`src/rtl/latch_write_sequencer.sv`:
```
// Drives a latch D bus and a glitch-free EN strobe as setup / pulse / hold around each accepted write.
// Optional readback compare of Q against D in the DONE cycle: LATCH_WRITE_SEQUENCER_READBACK_CHECK_EN.
module latch_write_sequencer #(
  parameter int WIDTH     = 8,
  parameter int SETUP_CYC = 1,
  parameter int PULSE_CYC = 2,
  parameter int HOLD_CYC  = 1
) (
  input  logic             clk,
  input  logic             rst_n,
  input  logic             wr_valid,
  output logic             wr_ready,
  input  logic [WIDTH-1:0] wr_data,
  output logic [WIDTH-1:0] D,
  output logic             EN,
  input  logic [WIDTH-1:0] Q,
  output logic             wr_done,
  output logic             err,
  output logic [2:0]       dbg_state_o
);

  // Handshake: a write is accepted on a rising edge where wr_valid=1 and wr_ready=1 (IDLE only);
  // wr_valid/wr_data are ignored in every other state and nothing is queued.

  typedef enum logic [2:0] {
    S_IDLE  = 3'd0,
    S_SETUP = 3'd1,
    S_PULSE = 3'd2,
    S_HOLD  = 3'd3,
    S_DONE  = 3'd4
  } state_t;

  localparam int MAX_SP = (SETUP_CYC > PULSE_CYC) ? SETUP_CYC : PULSE_CYC;
  localparam int MAXC   = (MAX_SP > HOLD_CYC) ? MAX_SP : HOLD_CYC;
  localparam int CW     = $clog2(MAXC + 1);

  localparam int SETUP_LAST_I = (SETUP_CYC > 0) ? SETUP_CYC - 1 : 0;
  localparam int PULSE_LAST_I = (PULSE_CYC > 0) ? PULSE_CYC - 1 : 0;
  localparam int HOLD_LAST_I  = (HOLD_CYC > 0) ? HOLD_CYC - 1 : 0;

  localparam logic [CW-1:0] SETUP_LAST = CW'(SETUP_LAST_I);
  localparam logic [CW-1:0] PULSE_LAST = CW'(PULSE_LAST_I);
  localparam logic [CW-1:0] HOLD_LAST  = CW'(HOLD_LAST_I);

  state_t           state_q, state_d;
  logic [CW-1:0]    cnt_q, cnt_d;
  logic [WIDTH-1:0] d_q, d_d;
  logic             en_q, en_d;
  logic             done_q, done_d;
  logic             accept;

  // State register: EN and wr_done are flops loaded from the next-state decode.
  always_ff @(posedge clk or negedge rst_n) begin
    if (!rst_n) begin
      state_q <= S_IDLE;
      cnt_q   <= '0;
      d_q     <= '0;
      en_q    <= 1'b0;
      done_q  <= 1'b0;
    end else begin
      state_q <= state_d;
      cnt_q   <= cnt_d;
      d_q     <= d_d;
      en_q    <= en_d;
      done_q  <= done_d;
    end
  end

  // Next-state: the counter restarts at 0 on every state entry and stops at the phase's last cycle.
  always_comb begin
    state_d = state_q;
    cnt_d   = '0;
    unique case (state_q)
      S_IDLE: begin
        if (wr_valid) state_d = (SETUP_CYC > 0) ? S_SETUP : S_PULSE;
      end
      S_SETUP: begin
        if (cnt_q == SETUP_LAST) state_d = S_PULSE;
        else                     cnt_d   = cnt_q + CW'(1);
      end
      S_PULSE: begin
        if (cnt_q == PULSE_LAST) state_d = (HOLD_CYC > 0) ? S_HOLD : S_DONE;
        else                     cnt_d   = cnt_q + CW'(1);
      end
      S_HOLD: begin
        if (cnt_q == HOLD_LAST) state_d = S_DONE;
        else                    cnt_d   = cnt_q + CW'(1);
      end
      S_DONE:  state_d = S_IDLE;
      default: state_d = S_IDLE;
    endcase
  end

  // Output decode: next values for the output flops plus the IDLE-derived ready.
  always_comb begin
    accept   = (state_q == S_IDLE) && wr_valid;
    wr_ready = (state_q == S_IDLE);
    en_d     = (state_d == S_PULSE);
    done_d   = (state_d == S_DONE);
    d_d      = accept ? wr_data : d_q;
  end

  assign D           = d_q;
  assign EN          = en_q;
  assign wr_done     = done_q;
  assign dbg_state_o = state_q;

`ifdef LATCH_WRITE_SEQUENCER_READBACK_CHECK_EN
  logic err_q, err_d;

  always_comb begin
    err_d = err_q | ((state_q == S_DONE) && (Q != d_q));
  end

  always_ff @(posedge clk or negedge rst_n) begin
    if (!rst_n) err_q <= 1'b0;
    else        err_q <= err_d;
  end

  assign err = err_q;
`else
  logic q_unused;
  assign q_unused = ^Q;
  assign err      = 1'b0;
`endif

endmodule

```
`config.mk`:
```
export PLATFORM = sky130hd
export DESIGN_NAME = latch_write_sequencer
export DESIGN_NICKNAME = d
export VERILOG_FILES = /design/src/rtl/latch_write_sequencer.sv
export SDC_FILE = /design/constraint.sdc
export NUM_CORES = 1
export LEC_CHECK = 0
export CAP_MARGIN = 10
export CORE_ASPECT_RATIO = 0.8
export CORE_MARGIN = 1.5
export CORE_UTILIZATION = 40
export CTS_BUF_LIST = sky130_fd_sc_hd__clkbuf_8
export DETAILED_ROUTE_END_ITERATION = 16
export PLACE_DENSITY_LB_ADDON = 0.05
export SYNTH_ARGS = -nofsm -noshare
export SYNTH_HDL_FRONTEND = slang
export SYNTH_SLANG_ARGS = --single-unit
```
`constraint.sdc`:
```
create_clock -name clk -period 1.7 [get_ports clk]
set_input_delay 0.255 -clock clk [delete_from_list [all_inputs] [get_ports clk]]
set_output_delay 0.255 -clock clk [all_outputs]
set_load 0.01 [all_outputs]
```
==> impl_metrics.json, run 1 <==
{
  "status": "complete, no violations",
  "timing.max_cap.violations": 0,
  "synth_area_sq_um": 686,
  "drive_above_1_share": 0.345,
  "synth_seq_area_share": 0.547,
  "top_level_ports": 34,
  "n_fill_cell": 112,
  "row_count": 13,
  "die_w_um": 49.3,
  "total_power_uw": 1980,
  "cts_buffers": 3,
  "r2r_end": "D[1]",
  "syn_avg_cell_area_sq_um": 13.4,
  "worst_ep_required_time_ps": 1440,
  "leakage_uw": 0.000451,
  "cts_sinks": 15,
  "antenna_found_initial": 0,
  "dieArea_sq_um": 1970,
  "drc": 0,
  "avgViaCountPerCell": 4.77,
  "grt_max_degree": 16,
  "dieHeight_um": 40.0,
  "grtUsageMet1": 0.189,
  "root_buffer": "clkbuf_8",
  "ys_warn_count": 0,
  "finalNetCount": 107,
  "powerDensity_nw_per_um2": 1900,
  "syn_to_final_growth_pct": 52.2,
  "core_sq_um": 1610,
  "seq_area_sq_um": 379,
  "start_util": 0.426,
  "ant_nets": 0,
  "layout_setup_ws_ps": 73.5,
  "rsz0062_at_grt": "false",
  "hold_class": "in -> async",
  "hold_ws_ps": 326,
  "setup_viol": 0,
  "multi_input_area_sq_um": 275,
  "grt_pass1_wl_um": 2070,
  "syn_inst": 51,
  "grt_usage": 0.153,
  "drt-initial-drc-count": 14,
  "tritoncts": "done",
  "place_hpwl_um": 879,
  "antenna_cells": 0,
  "min_period_ps": 1630,
  "h-tree-depth": 1,
  "ir_worst_vdd_mv": 1.25,
  "pre_cts_slack_ps": 92.7,
  "fin_util": 0.648,
  "grt_pass1_vias": 470,
  "critPathCapture": "wr_ready",
  "clk_pin_slew_ps": 60,
  "finalCritPeriodShare": 0.957,
  "start_kind": "register",
  "finalHoldViolCount": 0,
  "drt-pass1-iter-count": 4,
  "wirelength_um": 1370,
  "arrival_ps": 1370,
  "port_buffers": 24,
  "path_class": "reg -> out",
  "end_kind": "primary output",
  "reg2reg_from": "dbg_state_o[0]",
  "use_met3": 0.0746,
  "overflow": 0,
  "drv_slew": 0,
  "wl_per_cell_um": 12.9,
  "gp_routability_congestion": 0.691,
  "busiest_layer": "met2",
  "syn_nets": 73,
  "gr-usage-met2": 0.236,
  "clock_skew_ps": 1.00,
  "r2r_slack_ps": 200,
  "clock_latency_ps": 240,
  "clock.fmax_ghz": 0.615,
  "synth-seq-cells": 15,
  "startpoint": "dbg_state_o[0]",
  "cp_max_fo": 2,
  "via_count": 506,
  "clockBufferDepth": 2,
  "tns_ps": 0,
  "reg2regPathDepth": 4,
  "ys_types": 19
}
==> worst min path at each step <==
stage / start / to / slack (ps)
floorplan: rst_n / D[0] / -40
global placement: D[3] / D[3] / 490
detailed placement: D[5] / D[5] / 490
CTS: rst_n / D[5] / 330
global route: rst_n / D[6] / 340
finish: rst_n / D[6] / 330
==> cell usage in the layout, fill, tap and decap left out <==
master            n
nor3_1            1
inv_1             2
nand2_1           2
ha_1              3
o21a_1            1
nor4b_4           1
nand3b_1          2
and4b_1           2
buf_4             9
or4b_2            1
a21oi_1           5
clkbuf_8          3
a21bo_2           1
dfrtp_2           3
dfrtp_1          12
clkdlybuf4s50_1  24
or3b_2            1
conb_1            1
mux2_2            9
clkinv_2          1
==> what timing repair did <==
item / in CTS / in global routing
endpoints found under the setup margin: 1 / 0
setup buffers: 6 / 0
hold buffers: 0 / 0
gates resized for setup: 3 / 0
==> critical path: stages (launching register included) <==
cell             delay (ps)
dfrtp_2                 400
nor3_1                  170
clkdlybuf4s50_1         550
==> state kept, by name, summed over array words and instances, names as in the netlist <==
signal and cells:
wr_done 1, D 8, cnt_q 2, EN 1, dbg_state_o 3
==> cell usage after synthesis <==
| cell | number | share of area |
|---|---|---|
| clkbuf_2 | 1 | 0.0073 |
| buf_4 | 1 | 0.011 |
| nor3_1 | 1 | 0.0073 |
| nand3b_1 | 2 | 0.022 |
| or4b_2 | 1 | 0.015 |
| clkbuf_1 | 1 | 0.0055 |
| or3b_2 | 1 | 0.013 |
| and4b_1 | 2 | 0.029 |
| buf_6 | 1 | 0.016 |
| a21bo_2 | 1 | 0.015 |
| nand2_1 | 2 | 0.011 |
| inv_1 | 2 | 0.011 |
| a21oi_1 | 5 | 0.036 |
| o21a_1 | 1 | 0.011 |
| ha_1 | 3 | 0.055 |
| nor4b_4 | 1 | 0.035 |
| mux2_2 | 9 | 0.15 |
| conb_1 | 1 | 0.0055 |
| dfrtp_1 | 15 | 0.55 |
==> metal layers <==
layer / wire [um] / up-vias
met5: 0 / -
met4: 0 / 0
met3: 89 / 0
met2: 662 / 15
met1: 613 / 248
li1: - / 243
==> through the flow <==
| step | instances | cell area (sq um) |
|---|---|---|
| floorplan | 51 | 686 |
| global placement | 96 | 948 |
| detailed placement | 96 | 948 |
| CTS | 106 | 1040 |
| global route | 106 | 1040 |
| finish | 106 | 1040 |
==> logic make-up (layout without fill, tap and decap cells) <==
logic type               after synthesis  count (layout)  synth area share
flip-flops                            15              15             0.547
AND/OR/NAND/NOR                       10              10             0.131
multiplexers                           9               9             0.148
AO/OA/AOI/OAI                          7               7            0.0620
buffers and inverters                  6              39            0.0511
adder cells (fa/ha/maj)                3               3            0.0548
other                                  1               1           0.00547
==> power breakdown <==
group / internal, uW / switching [uW] / leakage (uW)
clock network: 162 / 118 / 0.0000255
registers: 535 / 83.0 / 0.000181
logic: 654 / 426 / 0.000244
==> cell type report <==
cell class | count | share of cell area
repair buffers | 33 | 0.295
clock inverters | 1 | 0.00480
clock buffers | 3 | 0.0396
multi-input cells | 30 | 0.264
well taps | 22 | 0.0264
inverters | 2 | 0.00719
flip-flops and latches | 15 | 0.363
No activity file was read; power rests on OpenSTA's default activity.
==> inputs of run 2 (changes only) <==
--- a/config.mk
+++ b/config.mk
@@ -6,12 +6,14 @@
 export NUM_CORES = 1
 export LEC_CHECK = 0
 export CAP_MARGIN = 10
+export CELL_PAD_IN_SITES_DETAIL_PLACEMENT = 1
+export CELL_PAD_IN_SITES_GLOBAL_PLACEMENT = 1
 export CORE_ASPECT_RATIO = 0.8
 export CORE_MARGIN = 1.5
-export CORE_UTILIZATION = 40
+export CORE_UTILIZATION = 31
 export CTS_BUF_LIST = sky130_fd_sc_hd__clkbuf_8
 export DETAILED_ROUTE_END_ITERATION = 16
-export PLACE_DENSITY_LB_ADDON = 0.05
+export PLACE_DENSITY_LB_ADDON = 0.1
 export SYNTH_ARGS = -nofsm -noshare
 export SYNTH_HDL_FRONTEND = slang
 export SYNTH_SLANG_ARGS = --single-unit
==> run 2 against run 1 <==
  * Utilization decreased by 15 points
  * Clock-buffer cell count unchanged
  * Register-to-register slack got worse by 90 ps
  * Critical path depth increased by 2
  * Sequential power increased by 1%
  * Sequential cell count unchanged
  * Global-route usage decreased by 1.7 points
  * Combinational power about the same
  * Clock skew about the same
  * Wire length increased by 15%
  * Setup slack improved by 38 ps
==> impl_metrics.json, run 2 (synthesized netlist as in run 1, its figures left out) <==
{
  "drt-initial-drc-count": 6,
  "drt-pass1-iter-count": 4,
  "antenna_found_initial": 0,
  "p_comb_frac": 0.547,
  "grt_pass1_vias": 479,
  "clock.fmax_ghz": 0.630,
  "p_seq_frac": 0.311,
  "finalNetCount": 108,
  "final_common_cell": "clkdlybuf4s50_1",
  "dieArea_sq_um": 2500,
  "leakage_uw": 0.000468,
  "syn_to_final_growth_pct": 54.2,
  "cts_sinks": 15,
  "cts_hold_buf": 0,
  "finalHoldViolCount": 0,
  "largest_register_ffs": 8,
  "drv_slew": 0,
  "hold_class": "in -> async",
  "grt_max_degree": 16,
  "rsz0062_at_grt": "false",
  "worst_ep_required_time_ps": 1870,
  "ant_nets": 0,
  "die_w_um": 55.6,
  "row_count": 15,
  "wl_per_cell_um": 14.2,
  "top_level_ports": 34,
  "place_hpwl_um": 1080,
  "internal_power_uw": 1360,
  "wirelength_um": 1570,
  "powerDensity_nw_per_um2": 1900,
  "clockBufferDepth": 2,
  "start_util": 0.323,
  "status": "complete, no violations",
  "end_kind": "register",
  "p_sw_uw": 649,
  "antenna_cells": 0,
  "h-tree-depth": 1,
  "via_count": 513,
  "final_cell_mix": "23 x clkdlybuf4s50_1, 12 x dfrtp_1, 10 x buf_4, 9 x mux2_2, 5 x a21oi_1",
  "timing.max_cap.violations": 0,
  "dieHeight_um": 45.1,
  "cp_max_fo": 7,
  "tritoncts": "done",
  "gp_routability_congestion": 0.741,
  "fin_util": 0.499,
  "clock_skew_ps": 0.721,
  "avgViaCountPerCell": 4.66,
  "min_period_ps": 1590,
  "overflow": 0,
  "grt_usage": 0.136,
  "start_kind": "register",
  "setup_viol": 0,
  "drive_above_1_share": 0.353,
  "drc": 0,
  "switching_share": 0.324,
  "arrival_ps": 1760,
  "ir_worst_vdd_mv": 0.961,
  "pwr-share-clk": 0.142,
  "cts_buffers": 3,
  "clk_pin_slew_ps": 60,
  "root_buffer": "clkbuf_8",
  "tns_ps": 0,
  "core_sq_um": 2120,
  "port_buffers": 24,
  "finalCritPeriodShare": 0.934,
  "path_class": "reg -> reg",
  "grt_pass1_wl_um": 2500,
  "clock_latency_ps": 240
}
run 2: cell count changes in the layout (fill, tap and decap cells not counted):
cell / previous run / this run
clkdlybuf4s50_1: 24 / 23
buf_4: 9 / 10
dlymetal6s2s_1: 0 / 1
run 2: cell type report:
class | count | area (sq um)
fillers | 227 | 1060
flip-flops and latches | 15 | 379
repair buffers | 34 | 318
multi-input cells | 30 | 275
clock buffers | 3 | 41.3
well taps | 25 | 31.3
inverters | 2 | 7.51
clock inverters | 1 | 5.00
run 2: routing by layer:
metal | wire length (um) | GRT usage | vias up
met5 | 0 | 0 | -
met4 | 14 | 0.0293 | 0
met3 | 75 | 0.0487 | 2
met2 | 699 | 0.202 | 18
met1 | 777 | 0.193 | 248
li1 | - | - | 245
run 2: worst max-delay path: stages, from the launching register on:
cell and delay [ps]:
dfrtp_2 400, buf_4 150, buf_4 160, or4b_2 660
a21oi_1 140
run 2: power groups by stage:
stage	logic, uW	registers [uW]	clock network (uW)
after global routing	1180	647	313
final	1100	624	285
after floorplan	465	696	0
after global placement	915	691	0
after detailed placement	938	703	0
after CTS	1110	626	294
run 2: through the flow:
stage / power [uW] / instance area (sq um) / std cells / setup WS [ps] / hold slack [ps]
2_1_floorplan: 1160 / 686 / 51 / 205 / -40.6
3_3_place_gp: 1610 / 960 / 100 / 101 / 489
3_5_place_dp: 1640 / 960 / 100 / 71.2 / 496
4_1_cts: 2030 / 1050 / 110 / 36.1 / 341
5_1_grt: 2140 / 1060 / 110 / 64.7 / 370
6_report: 2000 / 1060 / 110 / 112 / 333
run 2: final timing paths:
path,startpoint,cells after the start,slack [ps],to
hold reg to reg,D[6],1,510,D[6]
setup reg to reg,dbg_state_o[0],4,110,cnt_q[0]
setup / recovery,dbg_state_o[0],4,110,cnt_q[0]
max in group asynchronous,rst_n,2,1180,dbg_state_o[2]
hold / removal,rst_n,2,330,D[4]
min in group clk,D[6],1,510,D[6]
run 2: repair_timing:
item | in CTS | in global routing
endpoints found under the setup margin | 2 | 1
gates resized for setup | 3 | 1
setup buffers | 6 | 0
==> inputs of run 3 (changes only) <==
--- a/config.mk
+++ b/config.mk
@@ -9,7 +9,6 @@
 export CELL_PAD_IN_SITES_DETAIL_PLACEMENT = 1
 export CELL_PAD_IN_SITES_GLOBAL_PLACEMENT = 1
 export CORE_ASPECT_RATIO = 0.8
-export CORE_MARGIN = 1.5
 export CORE_UTILIZATION = 31
 export CTS_BUF_LIST = sky130_fd_sc_hd__clkbuf_8
 export DETAILED_ROUTE_END_ITERATION = 16
==> run 3 against run 2 <==
  * Sequential share of layout area grew 1.2 points
  * Non-clock buffer count is 4 lower
  * Sequential power is 4.3% higher
  * Wire length down 4.9%
  * Final cell count decreased by 4.5%
  * Clock-buffer cell count stayed put
  * Critical path depth fell by 2
  * Utilization is 1.7 points higher
  * Sequential cell count stayed put
  * Largest cell class unchanged
==> impl_metrics.json, run 3 (synthesized netlist as in run 1, its figures left out) <==
{
  "status": "complete, no violations",
  "cts_sinks": 15,
  "tns_ps": 0,
  "wirelength_um": 1490,
  "setup_viol": 0,
  "path_class": "reg -> out",
  "r2r_slack_ps": 190,
  "largest_register_ffs": 8,
  "overflow": 0,
  "antenna_found_initial": 0,
  "syn_to_final_growth_pct": 48.7,
  "cts_buffers": 3,
  "p_sw_uw": 624,
  "p_comb_frac": 0.515,
  "worst_ep_required_time_ps": 1440,
  "finalNetCount": 104,
  "drt-pass1-iter-count": 4,
  "pwr-share-clk": 0.146,
  "clock.fmax_ghz": 0.631,
  "ant_nets": 0,
  "clockBufferDepth": 2,
  "clock_latency_ps": 250,
  "slowest_stage": "clkdlybuf4s50_1",
  "start_kind": "register",
  "total_power_uw": 1920,
  "row_count": 14,
  "finalCritPeriodShare": 0.932,
  "timing.max_cap.violations": 0,
  "clk_pin_slew_ps": 60,
  "place_hpwl_um": 1080,
  "dieHeight_um": 44.1,
  "hold_class": "in -> async",
  "crit_family": "buffers and inverters",
  "cp_max_fo": 9,
  "drv_slew": 0,
  "antenna_cells": 0,
  "top_level_ports": 34,
  "port_buffers": 24,
  "dieArea_sq_um": 2410,
  "drc": 0,
  "min_period_ps": 1580,
  "grt_pass1_wl_um": 2410,
  "n_fill_cell": 212,
  "max_stage_delay_ps": 550,
  "powerDensity_nw_per_um2": 1880,
  "gp_routability_congestion": 0.734,
  "clock_skew_ps": 8.72,
  "arrival_ps": 1330,
  "h-tree-depth": 1,
  "grt_usage": 0.148,
  "cp_num_buf_inv": 2,
  "wl_per_cell_um": 14.2,
  "via_count": 493,
  "finalHoldViolCount": 0,
  "start_util": 0.346,
  "grt_pass1_vias": 525,
  "internal_power_uw": 1290,
  "ir_worst_vdd_mv": 0.906,
  "avgViaCountPerCell": 4.70,
  "root_buffer": "clkbuf_8",
  "core_sq_um": 1980,
  "tritoncts": "done",
  "path_cells": "buf_4, clkdlybuf4s50_1",
  "final_cell_mix": "23 x clkdlybuf4s50_1, 13 x dfrtp_1, 9 x mux2_2, 6 x buf_4, 5 x a21oi_1",
  "drt-initial-drc-count": 2,
  "die_w_um": 54.6,
  "rsz0062_at_grt": "false",
  "switching_share": 0.325,
  "end_kind": "primary output",
  "p_seq_frac": 0.339,
  "drive_above_1_share": 0.296,
  "final_common_cell": "clkdlybuf4s50_1",
  "leakage_uw": 0.000441,
  "grt_max_degree": 16
}
[run 3: per-layer routing]
layer | wire length (um) | up-vias | GRT usage
met5 | 0 | - | 0
met1 | 755 | 239 | 0.194
met4 | 27 | 0 | 0.108
met3 | 66 | 2 | 0.0103
li1 | - | 235 | -
met2 | 638 | 17 | 0.227
[run 3: metrics by stage]
| stage | util | area (sq um) | hold WS, ps | worst slack (ps) | std cells |
|---|---|---|---|---|---|
| final | 0.515 | 1020 | 325 | 116 | 105 |
| after detailed placement | 0.488 | 966 | 496 | 86.3 | 100 |
| after CTS | 0.515 | 1020 | 335 | 110 | 105 |
| after floorplan | - | 686 | -40.6 | 205 | 51 |
| after global placement | 0.488 | 966 | 489 | 107 | 100 |
| after global routing | 0.515 | 1020 | 354 | 65.2 | 105 |
[run 3: cell type report]
type | count | area, sq um | area share
Timing Repair Buffer | 30 | 284 | 0.279
Multi-Input combinational cell | 30 | 275 | 0.270
Clock inverter | 1 | 3.75 | 0.00368
Clock buffer | 3 | 41.3 | 0.0405
Inverter | 2 | 7.51 | 0.00736
Tap cell | 24 | 30.0 | 0.0294
Sequential cell | 15 | 378 | 0.371
[run 3: repair_timing]
action,CTS,global route
setup endpoints to repair,1,0
resized for setup,3,0
setup buffers,1,0
hold buffers,0,0
[run 3: worst paths after layout]
path                           startpoint        endpoint  depth (start not counted)
setup reg to reg           dbg_state_o[0]            D[6]                          4
setup / recovery           dbg_state_o[0]  dbg_state_o[0]                          2
max in group asynchronous           rst_n  dbg_state_o[0]                          2
hold reg to reg                      D[7]            D[7]                          1
hold / removal                      rst_n              EN                          2
min in group clk                     D[7]            D[7]                          1
[run 3: power by group through the flow]
stage / Sequential [uW] / Clock [uW] / Combinational, uW
finish: 651 / 279 / 988
global route: 670 / 299 / 1080
CTS: 651 / 288 / 994
detailed placement: 681 / 0 / 951
global placement: 673 / 0 / 943
floorplan: 696 / 0 / 465
